===== src/rtl/alu_sequencer.sv =====
// Fetch/read/execute control path driving the 8-bit alu from program memory.
// Define ALU_SEQ_SKIP_EN to build the BTFSC/BTFSS skip logic.
module alu_sequencer (
    input  logic        clk,
    input  logic        reset,
    output logic [10:0] pm_addr,
    output logic        pm_req,
    input  logic        pm_ack,
    input  logic [13:0] pm_data,
    output logic [6:0]  rf_addr,
    input  logic [7:0]  rf_rdata,
    output logic [7:0]  rf_wdata,
    output logic        rf_we,
    output logic [3:0]  alu_inst,
    output logic [2:0]  alu_bit,
    output logic [7:0]  alu_a,
    output logic [7:0]  alu_b,
    input  logic [7:0]  alu_ans,
    input  logic        alu_carry,
    output logic [7:0]  w_reg,
    output logic        flag_z,
    output logic        flag_c,
    output logic        instr_done
);

    typedef enum logic [1:0] {BOOT, FETCH, READ, EXEC} state_t;

    localparam logic [15:0] C_OPS  = 16'h810C;
    localparam logic [15:0] Z_OPS  = 16'h16FF;
    localparam logic [15:0] LIT_OK = 16'h049D;

    state_t      state, state_nx;
    logic [10:0] pc, pc_nx;
    logic [13:0] ir;
    logic [7:0]  w;
    logic        z, c;

    logic is_byte, is_bit, is_goto, is_lit;
    logic is_bcf, is_bsf, lit_ok, alu_en;
    logic write_w, write_f, upd_z, upd_c, skip;

    assign is_byte = (ir[13:12] == 2'b00);
    assign is_bit  = (ir[13:12] == 2'b01);
    assign is_goto = (ir[13:12] == 2'b10);
    assign is_lit  = (ir[13:12] == 2'b11);
    assign is_bcf  = is_bit && (ir[11:10] == 2'b00);
    assign is_bsf  = is_bit && (ir[11:10] == 2'b01);
    assign lit_ok  = LIT_OK[ir[11:8]];
    assign alu_en  = is_byte || (is_lit && lit_ok);

    assign write_w = (is_byte && !ir[7]) || (is_lit && lit_ok);
    assign write_f = (is_byte && ir[7]) || is_bcf || is_bsf;
    assign upd_z   = alu_en && Z_OPS[alu_inst];
    assign upd_c   = alu_en && C_OPS[alu_inst];

`ifdef ALU_SEQ_SKIP_EN
    // BTFSC (ir[10]=0) skips on a clear bit, BTFSS (ir[10]=1) on a set bit
    assign skip = is_bit && ir[11] && (rf_rdata[ir[9:7]] == ir[10]);
`else
    assign skip = 1'b0;
`endif

    assign pm_addr  = pc;
    assign rf_addr  = ir[6:0];
    assign rf_wdata = alu_ans;
    assign alu_a    = w;
    assign alu_bit  = is_bit ? ir[9:7] : 3'd0;
    assign w_reg    = w;
    assign flag_z   = z;
    assign flag_c   = c;

    always_comb begin
        alu_inst = 4'd0;
        unique case (1'b1)
            is_byte, is_lit: alu_inst = ir[11:8];
            is_bcf:          alu_inst = 4'd14;
            is_bsf:          alu_inst = 4'd13;
            default:         alu_inst = 4'd0;
        endcase
    end

    always_comb begin
        alu_b = 8'd0;
        if (state != BOOT) begin
            unique case (1'b1)
                is_byte, is_bit: alu_b = rf_rdata;
                is_lit:          alu_b = ir[7:0];
                default:         alu_b = 8'd0;
            endcase
        end
    end

    always_comb begin
        state_nx   = state;
        pc_nx      = pc;
        pm_req     = 1'b0;
        rf_we      = 1'b0;
        instr_done = 1'b0;
        unique case (state)
            BOOT: state_nx = FETCH;
            FETCH: begin
                pm_req = 1'b1;
                if (pm_ack) state_nx = READ;
            end
            READ: state_nx = EXEC;
            EXEC: begin
                instr_done = 1'b1;
                rf_we      = write_f;
                state_nx   = FETCH;
                if (is_goto)   pc_nx = ir[10:0];
                else if (skip) pc_nx = pc + 11'd2;
                else           pc_nx = pc + 11'd1;
            end
            default: state_nx = BOOT;
        endcase
    end

    always_ff @(posedge clk or negedge reset) begin
        if (!reset) begin
            state <= BOOT;
            pc    <= 11'd0;
            ir    <= 14'd0;
            w     <= 8'd0;
            z     <= 1'b0;
            c     <= 1'b0;
        end else begin
            state <= state_nx;
            if (state == FETCH && pm_ack) ir <= pm_data;
            if (state == EXEC) begin
                pc <= pc_nx;
                if (write_w) w <= alu_ans;
                if (upd_z)   z <= (alu_ans == 8'd0);
                if (upd_c)   c <= alu_carry;
            end
        end
    end

endmodule


===== config.mk =====
export PLATFORM = sky130hd
export DESIGN_NAME = alu_sequencer
export DESIGN_NICKNAME = d
export VERILOG_FILES = /design/src/rtl/alu_sequencer.sv
export SDC_FILE = /design/constraint.sdc
export NUM_CORES = 1
export LEC_CHECK = 0
export BUFFER_PORTS_ARGS = -buffer_cell sky130_fd_sc_hd__buf_2
export CAP_MARGIN = 0
export CORE_MARGIN = 2
export CORE_UTILIZATION = 52
export DETAILED_ROUTE_END_ITERATION = 7
export GPL_ROUTABILITY_DRIVEN = 0
export PLACE_DENSITY = 0.85
export RECOVER_POWER = 50
export SKIP_CTS_REPAIR_TIMING = 1
export SYNTH_ARGS = -nofsm -noshare
export SYNTH_HDL_FRONTEND = slang
export SYNTH_SLANG_ARGS = --single-unit

===== constraint.sdc =====
create_clock -name clk -period 5.3 [get_ports clk]
set_clock_uncertainty 0.2 [all_clocks]
set_input_delay 0.265 -clock clk [delete_from_list [all_inputs] [get_ports clk]]
set_output_delay 0.265 -clock clk [all_outputs]
set_load 0.01 [all_outputs]

# Word level (Yosys, flattened, before mapping)
# Memories as Yosys holds them, arrays and structs flattened.
# Index checks and enable logic that the tools add are counted.
totals:
  regBits: 37
  rom_bits: 48
  input_bits: 34
  out_inout_bits: 62
  word_cells: 57
  memories: 3
memory_table:
  columns: ["name", "words", "width", "rd", "rd_ports_with_merged_regs", "write_ports", "line_no", "rtl"]
  rows:
  - ["(no name shown)", 16, 1, 1, 0, 0, "54", "assign upd_c = alu_en && C_OPS[alu_inst];"]
  - ["(no name shown)", 16, 1, 1, 0, 0, "53", "assign upd_z = alu_en && Z_OPS[alu_inst];"]
  - ["(no name shown)", 16, 1, 1, 0, 0, "48", "assign lit_ok = LIT_OK[ir[11:8]];"]
op_classes:
  n_addsub: 1
  order_cmp: 2
  n_eq_ne: 8
  mux: 13
  n_reduce_logical: 24
ops:
  columns: ["cell", "count"]
  rows:
  - ["$pmux W8 S2", 1]
  - ["$pmux W4 S3", 1]
  - ["$add A11 B1 Y11 const B", 1]
  - ["$mux W11", 1]
  - ["$lt A4 B5 Y1 const B", 2]
  - ["$eq A2 B2 Y1 const B", 4]
  - ["$logic_and A1 B1 Y1", 8]
  - ["$logic_not A8 Y1", 1]
  - ["$mux W8", 1]
  - ["$eq A2 B1 Y1 const B", 3]
  - ["$logic_not A2 Y1", 3]
  - ["$mux W1", 6]
  - ["$pmux W2 S3", 1]
  - ["$reduce_and A2 Y1", 3]
  - ["$reduce_or A2 Y1", 3]
  - ["$logic_or A1 B1 Y1", 4]
  - ["$mux W3", 1]
  - ["$mux W2", 1]
  - ["$ne A2 B2 Y1 const B", 1]
  - ["$reduce_bool A2 Y1", 1]
  - ["$logic_not A1 Y1", 1]

# Logic depth before layout (Yosys ltp)
depth:
  word_depth: 7
  mapped_depth: 11
  depth_no_buf: 11

# Worst setup path after synthesis
# Ideal clock, no wire load.
synth_path:
  kind: "flip-flop to flip-flop"
  startpoint: "register ir[13]"
  endpoint: "register c (netlist: flag_c)"
  setup_ns: 0.125
  arrival_time_ns: 1.888
  required_time_ns: 4.975
  path_slack_ns: 3.087
  stages_incl_launch_ff: 12
  path_buffers: 0
  synth_period_minus_slack_ns: 2.213
  cell_sequence: "dfrtp_1 inv_1 ha_1 nand2b_1 nor2_1 a21oi_1 inv_1 ha_1 inv_1 o22ai_1 o221ai_2 mux2_4"
synth_between:
  elab_chain_cells: 7
  word_cells_on_any_way: 13
  cone_classes: "2 x eq/ne; 2 x mux; 8 x reduce/logical; 1 x memory"
synth_rtl:
  columns: ["element", "line_no", "rtl"]
  rows:
  - ["from (decl)", "34", "logic [13:0] ir;"]
  - ["from (signal assigned)", "128", "if (state == FETCH && pm_ack) ir <= pm_data;"]
  - ["$eq A2 B2 Y1 (tied with other cells)", "45", "assign is_lit = (ir[13:12] == 2'b11);"]
  - ["$reduce_or A2 Y1 (tied with other cells)", "74", "unique case (1'b1)"]
  - ["$pmux W4 S3 (*)", "74", null]
  - ["via alu_inst[0]", "14", "output logic [3:0] alu_inst,"]
  - ["$mem_v2 Z16 W1 (*)", null, null]
  - ["$mux W1 (not written as such) (*)", "54", null]
  - ["$logic_and A1 B1 Y1 (*)", "54", null]
  - ["$reduce_and A2 Y1 (no line) (*)", null, null]
  - ["to (signal assigned)", "133", "if (upd_c) c <= alu_carry;"]
  - ["to (decl)", "36", "logic z, c;"]
# The timed path passes the listed nets; every way through them passes the cells marked *. The select of a mux whose other input is x is not followed.
# A chain may end at the register's enable or synchronous reset.

# Final worst setup path
layout_path:
  startpoint: "register state[0]"
  endpoint: "output rf_we"
layout_between:
  elab_chain_cells: 2
layout_rtl:
  columns: ["element", "line_no", "rtl"]
  rows:
  - ["from (decl)", "32", "state_t state, state_nx;"]
  - ["from (signal assigned)", "127", "state <= state_nx;"]
  - ["$eq A2 B2 Y1", "99", "unique case (state)"]
  - ["$mux W1", "99", null]
  - ["to (decl)", "13", "output logic rf_we,"]
# No other way between the ends.

==> impl_metrics.xml <==
<?xml version="1.0" encoding="UTF-8"?>
<metrics>
  <group name="synth">
    <metric name="synth_top_flop_cell" unit="">sky130_fd_sc_hd__dfrtp_1</metric>
    <metric name="post-synth-top-count-cell" unit="">sky130_fd_sc_hd__dfrtp_1</metric>
    <metric name="synth-async-reset-ratio" unit="">1.00</metric>
    <metric name="netlist_area" unit="mm^2">0.00235</metric>
    <metric name="synth_warnings" unit="">0</metric>
    <metric name="synth.distinct_cells" unit="">45</metric>
    <metric name="synth.largest_area_cell" unit="">sky130_fd_sc_hd__dfrtp_1</metric>
    <metric name="synth_edf_count" unit="">0</metric>
    <metric name="synthesis.area_per_instance" unit="um^2">9.99</metric>
    <metric name="netlist_instances" unit="">235</metric>
    <metric name="synth_top_cells_by_area" unit="">sky130_fd_sc_hd__dfrtp_1 (39%), sky130_fd_sc_hd__mux2_2 (11%), sky130_fd_sc_hd__buf_4 (7.7%)</metric>
    <metric name="post-synth-top-area-fraction" unit="">0.394</metric>
    <metric name="synth_seq_area_share" unit="">0.394</metric>
    <metric name="syn_nets" unit="">282</metric>
    <metric name="post_synth_most_frequent_cells" unit="">sky130_fd_sc_hd__dfrtp_1 (37), sky130_fd_sc_hd__buf_4 (24), sky130_fd_sc_hd__mux2_2 (22), sky130_fd_sc_hd__inv_1 (14), sky130_fd_sc_hd__nand2_1 (14)</metric>
    <metric name="synth.ff_latch_count" unit="">37</metric>
  </group>
  <group name="timing">
    <metric name="hold_violations" unit="">0</metric>
    <metric name="fin_crit_sh" unit="">0.494</metric>
    <metric name="setup_total_negative_slack" unit="ps">0</metric>
    <metric name="slew-limit-headroom" unit="">-0.368</metric>
    <metric name="max_freq" unit="MHz">382</metric>
    <metric name="post-route-min-period" unit="ps">2620</metric>
    <metric name="finalSetupViolCount" unit="">0</metric>
    <metric name="grt_setup_unrepaired" unit="">no</metric>
    <metric name="worstMarginPinSlew" unit="ps">2050</metric>
    <metric name="drv_slew" unit="">38</metric>
  </group>
  <group name="global_routing">
    <metric name="grt_pass1_vias" unit="">1756</metric>
    <metric name="largest_net_degree_at_the_start_of_global_routing" unit="">38</metric>
    <metric name="grt_pass1_wl" unit="mm">8.49</metric>
    <metric name="grt_antenna_before_repair" unit="">0</metric>
    <metric name="grtUsageTotal" unit="">0.211</metric>
    <metric name="overflow" unit="">0</metric>
  </group>
  <group name="worst_setup_path">
    <metric name="critical_path.endpoint_type" unit="">output port</metric>
    <metric name="worst_r2r_endpoint" unit="">flag_c</metric>
    <metric name="cpPeakStageDelay" unit="ps">850</metric>
    <metric name="cp_slowest_cell" unit="">sky130_fd_sc_hd__ha_1</metric>
    <metric name="startpoint_class_of_the_critical_path" unit="">flop</metric>
    <metric name="cp_data_arrival_time" unit="ps">2150</metric>
    <metric name="critPathMaxFanout" unit="">27</metric>
    <metric name="worst-r2r-setup-slack" unit="ps">2800</metric>
    <metric name="worst-endpoint-required" unit="ps">4840</metric>
    <metric name="crit_end" unit="">rf_we</metric>
    <metric name="worstSetupPathType" unit="">flop to output port</metric>
    <metric name="worst-r2r-cell-count" unit="">10</metric>
    <metric name="critical_path.cell_chain" unit="">ha_1 -&gt; a21boi_0 -&gt; buf_2</metric>
    <metric name="timing.rr.start" unit="">ir[13]</metric>
    <metric name="timing.critical_path.from" unit="">state[0]</metric>
  </group>
  <group name="die">
    <metric name="core.rowCount" unit="">24</metric>
    <metric name="die_area" unit="mm^2">0.00507</metric>
    <metric name="core_area" unit="mm^2">0.00435</metric>
    <metric name="die_height" unit="um">71.2</metric>
    <metric name="floorplan.initialDensity" unit="">0.539</metric>
    <metric name="die-width" unit="um">71.2</metric>
    <metric name="ports_placed_on_the_boundary" unit="">96</metric>
  </group>
  <group name="placed_design">
    <metric name="portBuffers" unit="">95</metric>
    <metric name="dpl.hpwl" unit="mm">4.01</metric>
  </group>
  <group name="clocking">
    <metric name="clk_transition_reported_paths" unit="ps">70</metric>
    <metric name="cts-buffers-inserted" unit="">5</metric>
    <metric name="worstSkewPairLatency" unit="ps">290</metric>
    <metric name="cts.sinks" unit="">37</metric>
    <metric name="clock_tree.htree_level_count" unit="">2</metric>
    <metric name="clock_tree.buffer_depth" unit="">2</metric>
    <metric name="tritoncts" unit="">done</metric>
    <metric name="cts_root_buffer" unit="">sky130_fd_sc_hd__clkbuf_8</metric>
  </group>
  <group name="status">
    <metric name="failed_checks" unit="">max-capacitance violations, max-slew violations</metric>
    <metric name="status" unit="">finished, violations left</metric>
  </group>
  <group name="route">
    <metric name="drt_first_iter_violations" unit="">95</metric>
    <metric name="drt-pass1-iter-count" unit="">4</metric>
    <metric name="drt.antenna.violating_nets" unit="">0</metric>
    <metric name="route.detailed.drc" unit="">0</metric>
    <metric name="number_of_vias_per_cell" unit="">5.43</metric>
    <metric name="routed_wirelength" unit="mm">5.48</metric>
    <metric name="wire_per_inst" unit="um">15.0</metric>
    <metric name="num_vias" unit="">1986</metric>
  </group>
  <group name="final_layout">
    <metric name="antenna_cells" unit="">0</metric>
    <metric name="area_growth" unit="%">19.8</metric>
    <metric name="design.final.nets" unit="">360</metric>
    <metric name="drive_above_1_share" unit="">0.283</metric>
  </group>
  <group name="hold_path">
    <metric name="worst_hold_path_type" unit="">input port to flop</metric>
  </group>
  <group name="flow_run">
    <metric name="timing.max_cap.violations" unit="">1</metric>
  </group>
  <group name="pwr">
    <metric name="vdd_ir_drop_max" unit="uV">315</metric>
    <metric name="power_consumption" unit="mW">1.87</metric>
    <metric name="power.static_leakage" unit="nW">1.31</metric>
    <metric name="powerDensity" unit="mW/mm^2">665</metric>
  </group>
</metrics>
[through the flow]
stage           util  cell area (um^2)  hold slack [ps]  instances  worst slack [ps]
6_report       0.646              2810             3.87        366              2680
5_1_grt        0.646              2810             1.50        366              2330
4_1_cts        0.641              2790             -109        358              2720
3_5_place_dp   0.613              2670              207        350              2840
3_3_place_gp   0.613              2670              204        350              2990
2_1_floorplan      -              2350             -231        235              3090
[cell families (layout without fill, tap and decap cells)]
kind of cell,after synthesis,in the layout,synth area share
AND/OR/NAND/NOR,61,61,0.140
buffers and inverters,47,126,0.117
flip-flops,37,37,0.394
AO/OA/AOI/OAI,46,46,0.133
adder cells (fa/ha/maj),13,13,0.0693
multiplexers,31,31,0.146
[worst min-delay path by stage]
stage,start,to,slack [ps],depth (start not counted)
6_report,alu_carry,flag_c,4,2
5_1_grt,pm_data[6],ir[6],1,2
4_1_cts,reset,pm_addr[1],-110,1
3_5_place_dp,reset,ir[1],210,1
3_3_place_gp,reset,ir[1],200,1
2_1_floorplan,reset,alu_a[0],-230,0
[final cells by class]
| cell class | instances | area, um^2 |
|---|---|---|
| sequential | 37 | 926 |
| clock inverter | 2 | 37.5 |
| inverter | 15 | 56.3 |
| clock buffer | 6 | 82.6 |
| fill | 366 | 1540 |
| multi-input combinational | 151 | 1150 |
| tap | 52 | 65.1 |
| timing repair buffer | 103 | 499 |
[sequential cells by signal, indices dropped and copies added (netlist names)]
register	cells
alu_a	8
flag_c	1
flag_z	1
ir	14
pm_addr	11
state	2
[critical path: cells and delay by family (launching register included)]
family,cells,cell delay [ps]
AO/OA/AOI/OAI,1,390
flip-flops,1,420
adder cells (fa/ha/maj),1,850
buffers and inverters,1,200
[routing by layer]
| metal | GRT usage | wire (um) | vias up |
|---|---|---|---|
| met3 | 0.0527 | 257 | 9 |
| li1 | - | - | 968 |
| met2 | 0.333 | 2710 | 58 |
| met5 | 0 | 0 | - |
| met4 | 0.0713 | 74 | 0 |
| met1 | 0.284 | 2430 | 951 |
[power breakdown]
part	total (mW)	internal (mW)	switching [mW]	leakage, nW
Clock	0.259	0.153	0.105	0.0574
Sequential	0.599	0.423	0.177	0.449
Combinational	1.01	0.440	0.572	0.805
[layout by cell type, fill, tap and decap left out, types with 3 or more instances in the layout]
cell type,instances
sky130_fd_sc_hd__a22oi_1,8
sky130_fd_sc_hd__nand3_1,5
sky130_fd_sc_hd__dfrtp_1,37
sky130_fd_sc_hd__dlygate4sd3_1,8
sky130_fd_sc_hd__nand2b_1,4
sky130_fd_sc_hd__and3_1,3
sky130_fd_sc_hd__o22ai_1,10
sky130_fd_sc_hd__mux2i_1,8
sky130_fd_sc_hd__a21oi_1,13
sky130_fd_sc_hd__ha_1,13
sky130_fd_sc_hd__nor2_1,13
sky130_fd_sc_hd__clkbuf_1,45
sky130_fd_sc_hd__clkbuf_8,6
sky130_fd_sc_hd__inv_1,14
sky130_fd_sc_hd__nand2_1,14
sky130_fd_sc_hd__buf_2,50
sky130_fd_sc_hd__mux2_2,22
sky130_fd_sc_hd__o21ai_0,6
sky130_fd_sc_hd__nor3_1,3
sky130_fd_sc_hd__nand4_1,3
Power figures use the tool's default switching activity.
